## src/rtl/interboard_tx_link.sv

```systemverilog
// Inter-board serial transmitter: latches one {msg_type, number} frame, shifts it out MSB first,
// waits for the peer's ack with timeout/retry. Optional even-parity bit: define INTERBOARD_PARITY_EN.
module interboard_tx_link #(
    parameter int BIT_CYCLES  = 4,
    parameter int ACK_TIMEOUT = 50000,
    parameter int MAX_RETRY   = 3
) (
    input  logic       clk,
    input  logic       rst,
    input  logic       interboard_rst,
    input  logic       transmit,
    input  logic       ctrl_en,
    input  logic [2:0] ctrl_msg_type,
    input  logic [4:0] ctrl_number,
    input  logic       ack_in,
    output logic       inter_ready,
    output logic       tx_valid,
    output logic       tx_data,
    output logic       busy,
    output logic       link_err,
    output logic       overrun
);

`ifdef INTERBOARD_PARITY_EN
    localparam int FRAME_W = 9;
`else
    localparam int FRAME_W = 8;
`endif
    localparam int BT_W  = $clog2(BIT_CYCLES + 1);
    localparam int TO_W  = $clog2(ACK_TIMEOUT + 1);
    localparam int RC_W  = (MAX_RETRY > 0) ? $clog2(MAX_RETRY + 1) : 1;
    localparam int IDX_W = $clog2(FRAME_W);

    localparam logic [BT_W-1:0]  BIT_LAST  = BT_W'(BIT_CYCLES - 1);
    localparam logic [TO_W-1:0]  TO_LAST   = TO_W'(ACK_TIMEOUT - 1);
    localparam logic [RC_W-1:0]  RETRY_LIM = RC_W'(MAX_RETRY);
    localparam logic [IDX_W-1:0] IDX_MSB   = IDX_W'(FRAME_W - 1);

    typedef enum logic [2:0] {
        S_IDLE,
        S_SEND,
        S_WAIT_ACK,
        S_DONE,
        S_ERR
    } state_t;

    state_t              r_state;
    state_t              w_next_state;
    logic [FRAME_W-1:0]  r_frame;
    logic [BT_W-1:0]     r_bit_tmr;
    logic [IDX_W-1:0]    r_bit_idx;
    logic [TO_W-1:0]     r_tmo_cnt;
    logic [RC_W-1:0]     r_retry_cnt;
    logic                r_ack_s1;
    logic                r_ack_s2;
    logic                r_ack_s3;
    logic                r_overrun;

    logic                w_sync_rst;
    logic                w_ack_rise;
    logic                w_accept;
    logic                w_bit_last;
    logic                w_frame_last;
    logic                w_tmo_last;
    logic [7:0]          w_msg;
    logic [FRAME_W-1:0]  w_frame_in;

    assign w_sync_rst   = rst | interboard_rst;
    assign w_ack_rise   = r_ack_s2 & ~r_ack_s3;
    assign w_accept     = (r_state == S_IDLE) & ctrl_en & transmit;
    assign w_bit_last   = (r_bit_tmr == BIT_LAST);
    assign w_frame_last = w_bit_last & (r_bit_idx == '0);
    assign w_tmo_last   = (r_tmo_cnt == TO_LAST);
    assign w_msg        = {ctrl_msg_type, ctrl_number};

`ifdef INTERBOARD_PARITY_EN
    assign w_frame_in = {w_msg, ^w_msg};
`else
    assign w_frame_in = w_msg;
`endif

    // Loss of transmit outranks everything in SEND/WAIT_ACK; an ack outranks a simultaneous timeout.
    always_comb begin
        // NOTE: every output of this block gets a default first so no path can infer a latch.
        w_next_state = r_state;
        inter_ready  = 1'b0;
        tx_valid     = 1'b0;
        tx_data      = 1'b0;
        busy         = 1'b0;
        link_err     = 1'b0;
        case (r_state)
            S_IDLE: begin
                if (ctrl_en && transmit) w_next_state = S_SEND;
            end
            S_SEND: begin
                busy     = 1'b1;
                tx_valid = 1'b1;
                tx_data  = r_frame[r_bit_idx];
                if (!transmit)         w_next_state = S_IDLE;
                else if (w_frame_last) w_next_state = S_WAIT_ACK;
            end
            S_WAIT_ACK: begin
                busy = 1'b1;
                if (!transmit)       w_next_state = S_IDLE;
                else if (w_ack_rise) w_next_state = S_DONE;
                else if (w_tmo_last) w_next_state = (r_retry_cnt < RETRY_LIM) ? S_SEND : S_ERR;
            end
            S_DONE: begin
                busy         = 1'b1;
                inter_ready  = 1'b1;
                w_next_state = S_IDLE;
            end
            S_ERR: begin
                link_err = 1'b1;
            end
            default: w_next_state = S_IDLE;
        endcase
    end

    assign overrun = r_overrun;

    always_ff @(posedge clk) begin
        // NOTE: state registers use non-blocking assignments so every flop samples pre-edge values.
        if (w_sync_rst) begin
            r_state     <= S_IDLE;
            r_frame     <= '0;
            r_bit_tmr   <= '0;
            r_bit_idx   <= '0;
            r_tmo_cnt   <= '0;
            r_retry_cnt <= '0;
            r_ack_s1    <= 1'b0;
            r_ack_s2    <= 1'b0;
            r_ack_s3    <= 1'b0;
            r_overrun   <= 1'b0;
        end else begin
            r_state  <= w_next_state;
            r_ack_s1 <= ack_in;
            r_ack_s2 <= r_ack_s1;
            r_ack_s3 <= r_ack_s2;

            if (ctrl_en && busy) r_overrun <= 1'b1;
            if (w_accept)        r_frame   <= w_frame_in;

            // Every entry into SEND (first attempt or retry) restarts the shifter at the MSB.
            if (w_next_state == S_SEND && r_state != S_SEND) begin
                r_bit_tmr <= '0;
                r_bit_idx <= IDX_MSB;
            end else if (r_state == S_SEND) begin
                if (w_bit_last) begin
                    r_bit_tmr <= '0;
                    if (r_bit_idx != '0) r_bit_idx <= r_bit_idx - IDX_W'(1);
                end else begin
                    r_bit_tmr <= r_bit_tmr + BT_W'(1);
                end
            end

            if (r_state == S_WAIT_ACK && !w_tmo_last) r_tmo_cnt <= r_tmo_cnt + TO_W'(1);
            else                                      r_tmo_cnt <= '0;

            if (w_accept || w_next_state == S_IDLE)
                r_retry_cnt <= '0;
            else if (r_state == S_WAIT_ACK && w_next_state == S_SEND)
                r_retry_cnt <= r_retry_cnt + RC_W'(1);
        end
    end

endmodule

```

## config.mk

```make
export PLATFORM = sky130hd
export DESIGN_NAME = interboard_tx_link
export DESIGN_NICKNAME = d
export VERILOG_FILES = /design/src/rtl/interboard_tx_link.sv
export SDC_FILE = /design/constraint.sdc
export NUM_CORES = 1
export LEC_CHECK = 0
export CORE_MARGIN = 8
export CORE_UTILIZATION = 43
export DETAILED_ROUTE_END_ITERATION = 6
export DONT_BUFFER_PORTS = 1
export GPL_TIMING_DRIVEN = 0
export SYNTH_ARGS = -nofsm -noshare
export SYNTH_HDL_FRONTEND = slang
export SYNTH_SLANG_ARGS = --single-unit
export TNS_END_PERCENT = 100
```

## constraint.sdc

```tcl
create_clock -name clk -period 3.6 [get_ports clk]
set_clock_uncertainty 0.15 [all_clocks]
set_input_delay 0.54 -clock clk [delete_from_list [all_inputs] [get_ports clk]]
set_output_delay 0.54 -clock clk [all_outputs]
set_load 0.02 [all_outputs]
```

==> flow_summary.yaml, run 1 <==
routing:
  vias: 1408
  finalWirelength_um: 3740
  via_per_inst: 5.33
  final_antenna_net_count: 0
  drtPass1Iterations: 4
  route.detailed.drc: 0
  wl_per_cell_um: 14.2
  first_iter_violations: 73
clock_network:
  clock_latency_ps: 280
  cts_post_setup_buffers_inserted: 0
  clock-root-buffer: "clkbuf_8"
  cts_sinks: 39
  cts_tree: "yes"
  htreeDepth: 2
  cts_buffers: 5
  cts_hold_buffers: 0
  clk_pin_slew_worst_paths_ps: 70
  clk_path_buf_depth: 2
  post_cts_resized: 0
die:
  rows: 23
  ios: 20
  die_h_um: 81.3
  initial_core_util_pct: 45.2
  coreArea_um2: 4060
  die_w_um: 81.3
  dieArea_um2: 6620
timing:
  final-hold-violation-count: 0
  hold_ws_ps: 229
  setup_ws_ps: 1150
  tightestPinTransition_ps: 1030
  setup_tns_ps: 0
  slew_headroom_pct: 31.2
  fmax_ghz: 0.408
  min_period_ps: 2450
  period_share_pct: 68.1
  maxSlewViolCount: 0
  setup_viol: 0
  rsz0062_at_grt: "no"
global_routing:
  grt_pass1_vias: 1384
  gr-total-overflow: 0
  grtUsageTotal_pct: 11.9
  gr-usage-met1_pct: 12.4
  antenna_found_initial: 0
  grt_max_degree: 12
  grt.met2_usage_pct: 20.9
  grt_pass1_wl_um: 6190
  busiest_layer: "met2"
  grt_use_met3_pct: 3.75
finish:
  nets: 232
  drive_gt1_share_pct: 7.94
  fin_cells: 264
  syn_to_final_growth_pct: 8.86
  diodes: 0
  final_cell_area_um2: 2000
worst_setup_path:
  crit_path_end_kind: "output pin"
  reg2reg_from: "r_state[2]$_SDFF_PP0_"
  crit_buf_inv: 1
  worstSetupPathType: "reg -> out"
  rrSetupSlack_ps: 1360
  cp_max_fo: 9
  r2r-end: "r_retry_cnt[1]$_SDFFE_PP0P_"
  cp_top_family: "flip-flops"
  cp.arrival_ps: 1760
  cpMaxStageDelayCell: "dfxtp_1"
  start_kind: "flip-flop"
  cp_cell_sequence: "or3b_1, clkbuf_1, a21oi_1"
  cp_data_required_time_ps: 2910
  max_stage_delay_ps: 480
  reg2reg_depth: 5
placement:
  gp_congestion: 0.788
  placed_area_um2: 1900
  pre_cts_ws_ps: 1370
  hpwl_um: 2930
  post-place-cells: 256
  portBuffers: 0
synth:
  yosysMostFrequentCell: "dfxtp_1"
  yosysSeqAreaShare_pct: 42.5
  async_flop_share_pct: 0
  synth_top_area_cell: "dfxtp_1"
  postSynthCellCount: 206
  ys.warnings.count: 0
  ys_ff_latch: 39
  yosysUniqueCellTypes: 43
  avgSynthCellArea_um2: 8.91
  synth_edf_count: 0
  synthFlopType: "dfxtp_1"
  synth.net_count: 225
  syn-cell-area_um2: 1840
  netlist.area_leader.share_pct: 42.5
  synth_common_cells: "dfxtp_1 (39), nor2_1 (36), nand2_1 (19), xnor2_1 (11), a21oi_1 (10)"
  ys_top_cells_by_area: "dfxtp_1 (43%), nor2_1 (7.4%), xnor2_1 (5.2%)"
run:
  drv_cap: 0
pwr:
  leakagePower_nw: 0.705
  pwr_density_cell_nw_per_um2: 392
  ir_worst_vdd_uv: 275
run_status:
  status: "completed"
worst_hold_path:
  min_from: "ack_in"
  hold_path_depth: 1
  min_path_type: "in -> reg"
  worstHoldEndpoint: "r_ack_s1$_SDFF_PP0_"
==> placed cells by master, fill, tap and decap left out, types with 5 or more instances in the layout <==
cell type,n
dfxtp_1,39
nand3_1,6
mux2i_1,8
clkbuf_8,7
nand2_1,19
nand4_1,5
ha_1,5
a21oi_1,10
xnor2_1,11
inv_1,8
nor2_1,36
==> metal layers <==
layer	wire length [um]	part of all wire [%]
met5	0	0
met4	23	0.61
met3	200	5.3
met2	2020	54
met1	1500	40
==> logic make-up (layout without fill, tap and decap cells) <==
group,after synthesis,count (layout),synth area share [%]
fa+ha+maj,5,5,3.41
simple gates,96,96,26.6
flops,39,39,42.5
buf+inv,14,22,3.34
mux,10,10,6.82
xor+xnor,14,14,6.68
compound gates,28,28,10.6
==> metrics by stage <==
stage	util, %	power (mW)
final	49.2	0.784
after global routing	49.2	0.820
after CTS	49.2	0.799
after floorplan	-	0.475
after global placement	46.8	0.481
after detailed placement	46.8	0.482
==> where the power goes <==
| part | total [mW] | internal, mW | switching, mW |
|---|---|---|---|
| clock | 0.312 | 0.175 | 0.137 |
| sequential | 0.440 | 0.436 | 0.00432 |
| combinational | 0.0319 | 0.0133 | 0.0186 |
==> layout make-up <==
class / count / area [um^2]
sequential: 39 / 781
fill: 390 / 2060
clock buffer: 8 / 100
buffer: 5 / 27.5
multi-input combinational: 153 / 993
tap: 50 / 62.6
inverter: 9 / 33.8
==> sequential cells by signal, indices dropped and copies added (netlist names) <==
name and flops:
r_tmo_cnt 16, r_frame 8, r_bit_idx 3, r_bit_tmr 3
r_state 3, r_retry_cnt 2, overrun 1, r_ack_s1 1
r_ack_s2 1, r_ack_s3 1
==> worst register-to-register path, delay by kind of cell (launching register included) <==
family | cells | cell delay [ps]
AO/OA/AOI/OAI | 3 | 610
AND/OR/NAND/NOR | 2 | 960
flip-flops | 1 | 450
==> worst max-delay path by stage <==
stage,startpoint,endpoint,slack [ps],depth (start not counted)
4_1_cts,r_state[0]$_SDFF_PP0_,tx_data,1110,3
3_5_place_dp,r_state[2]$_SDFF_PP0_,r_retry_cnt[1]$_SDFFE_PP0P_,1370,5
3_3_place_gp,r_tmo_cnt[5]$_SDFF_PP0_,r_tmo_cnt[13]$_SDFF_PP0_,1440,6
6_report,r_state[0]$_SDFF_PP0_,tx_data,1150,3
2_1_floorplan,r_tmo_cnt[5]$_SDFF_PP0_,r_bit_tmr[1]$_SDFFE_PP0P_,1590,5
5_1_grt,r_state[0]$_SDFF_PP0_,tx_data,1010,3
Note: power is estimated with default switching activity, not from simulation.
==> inputs of run 2 (changes only) <==
clock period = 2 ns   (was 3.6 ns; I/O delays follow)
==> flow_summary.yaml, run 2 (synthesis results as in run 1) <==
placement:
  pre_cts_ws_ps: -196
  hpwl_um: 2910
  portBuffers: 0
  gp_congestion: 0.872
  placed_area_um2: 1900
worst_setup_path:
  crit_path_end_kind: "flip-flop"
  start_kind: "flip-flop"
  crit_start: "r_tmo_cnt[12]$_SDFF_PP0_"
  cp_data_required_time_ps: 2030
  r2r-end: "r_bit_tmr[1]$_SDFFE_PP0P_"
  cp-endpoint: "r_bit_tmr[1]$_SDFFE_PP0P_"
  reg2reg_from: "r_tmo_cnt[12]$_SDFF_PP0_"
  reg2reg_depth: 6
  cp_max_fo: 6
  cpMaxStageDelayCell: "or4b_4"
  rrSetupSlack_ps: -80
  worstSetupPathType: "reg -> reg"
  cp.arrival_ps: 2110
  cp_cell_sequence: "or4b_4, nor4_4, buf_4, a2bb2oi_4, nand2_2, a41o_1"
  max_stage_delay_ps: 520
pwr:
  ir_worst_vdd_uv: 672
  pwr_density_cell_nw_per_um2: 733
  leakagePower_nw: 0.753
routing:
  drtPass1Iterations: 4
  vias: 1481
  wl_per_cell_um: 14.7
  route.detailed.drc: 0
  final_antenna_net_count: 0
  via_per_inst: 5.51
  first_iter_violations: 141
  finalWirelength_um: 3950
global_routing:
  grt_pass1_wl_um: 6640
  grt_max_degree: 17
  grt_pass1_vias: 1478
  antenna_found_initial: 0
  gr-total-overflow: 0
  grtUsageTotal_pct: 12.9
finish:
  reg_top3: "r_tmo_cnt: 16 flops, r_frame: 8 flops"
  final_cell_mix: "nor2_1 (36), dfxtp_1 (33), nand2_1 (19)"
  nets: 237
  largest_register_ffs: 16
  final_cell_area_um2: 2090
  diodes: 0
  final_common_cell: "nor2_1"
  syn_to_final_growth_pct: 13.9
  regMostFlops: "r_tmo_cnt"
  drive_gt1_share_pct: 13.7
die:
  initial_core_util_pct: 45.2
  ios: 20
  die_w_um: 81.3
  coreArea_um2: 4060
  rows: 23
  die_h_um: 81.3
  dieArea_um2: 6620
timing:
  period_share_pct: 104
  slew_headroom_pct: 51.7
  final-hold-violation-count: 0
  tightestPinTransition_ps: 722
  min_period_ps: 2080
  fmax_ghz: 0.482
  setup_viol: 7
  rsz0062_at_grt: "yes"
  maxSlewViolCount: 0
  setup_tns_ps: -268
  setup_ws_ps: -76.1
clock_network:
  htreeDepth: 2
  cts_sinks: 39
  clock-root-buffer: "clkbuf_8"
  cts_buffers: 5
  clk_pin_slew_worst_paths_ps: 80
  clock_latency_ps: 290
  clk_path_buf_depth: 2
  cts_tree: "yes"
run_status:
  status: "complete, but fails checks"
  violations: "setup timing"
run:
  drv_cap: 0
worst_hold_path:
  min_path_type: "in -> reg"
-- run 2: changes by cell type in the layout (fill, tap and decap cells not counted), moves of 2 or more --
cell	before	now
dlygate4sd3_1	0	3
dfxtp_1	39	33
dfxtp_2	0	5
buf_4	0	4
o21ai_0	4	2
clkbuf_1	4	2
o21ai_1	3	5
-- run 2: area by class of cell --
class | count | area, um^2
Buffer | 3 | 18.8
Clock buffer | 6 | 82.6
Clock inverter | 2 | 35.0
Fill cell | 384 | 1970
Inverter | 9 | 33.8
Multi-Input combinational cell | 153 | 1010
Sequential cell | 39 | 791
Tap cell | 50 | 62.6
Timing Repair Buffer | 7 | 60.1
-- run 2: worst min path at each step --
stage / end / depth (start not counted) / from / slack, ps
finish: r_frame[6]$_SDFFE_PP0P_ / 2 / ctrl_msg_type[1] / 9
global route: overrun$_SDFFE_PP0P_ / 2 / ctrl_en / 0.8
CTS: r_frame[6]$_SDFFE_PP0P_ / 2 / ctrl_msg_type[1] / 1
detailed placement: r_ack_s1$_SDFF_PP0_ / 1 / ack_in / 270
global placement: r_ack_s2$_SDFF_PP0_ / 1 / r_ack_s1$_SDFF_PP0_ / 260
floorplan: r_ack_s2$_SDFF_PP0_ / 1 / r_ack_s1$_SDFF_PP0_ / 260
-- run 2: worst max-delay path, delay by kind of cell, from the launching register on --
kind,cells,cell delay (ps)
and+or+nand+nor,3,850
AOI/OAI and AO/OA,2,450
buffers and inverters,1,170
DFF,1,350
-- run 2: power breakdown --
group	leakage (nW)	internal [mW]	switching (mW)	total, mW
registers	0.318	0.783	0.00759	0.791
logic	0.373	0.0281	0.0363	0.0643
clock network	0.0612	0.404	0.274	0.677
total	0.753	1.21	0.318	1.53
-- run 2: metal layers --
metal,track usage [%],vias to the layer above,share of wire [%]
met5,0,-,0
met4,4.82,0,1.4
met3,5.63,6,6.0
met2,20.4,28,47
met1,15.2,712,46
li1,-,735,-
-- run 2: repair_timing --
action	CTS	global route
hold buffers	2	1
gates resized for setup	10	4
pin swaps	1	1
setup buffers	4	0
endpoints found under the hold margin	2	1
cloned	0	0
endpoints found under the setup margin	26	31
-- run 2: through the flow --
| stage | hold WS, ps | cells | total power, mW | util, % |
|---|---|---|---|---|
| 6_report | 9.03 | 269 | 1.53 | 51.5 |
| 5_1_grt | 0.796 | 269 | 1.60 | 51.5 |
| 4_1_cts | 1.13 | 268 | 1.55 | 51.0 |
| 3_5_place_dp | 275 | 256 | 0.869 | 46.8 |
| 3_3_place_gp | 260 | 256 | 0.866 | 46.8 |
| 2_1_floorplan | 256 | 206 | 0.855 | - |
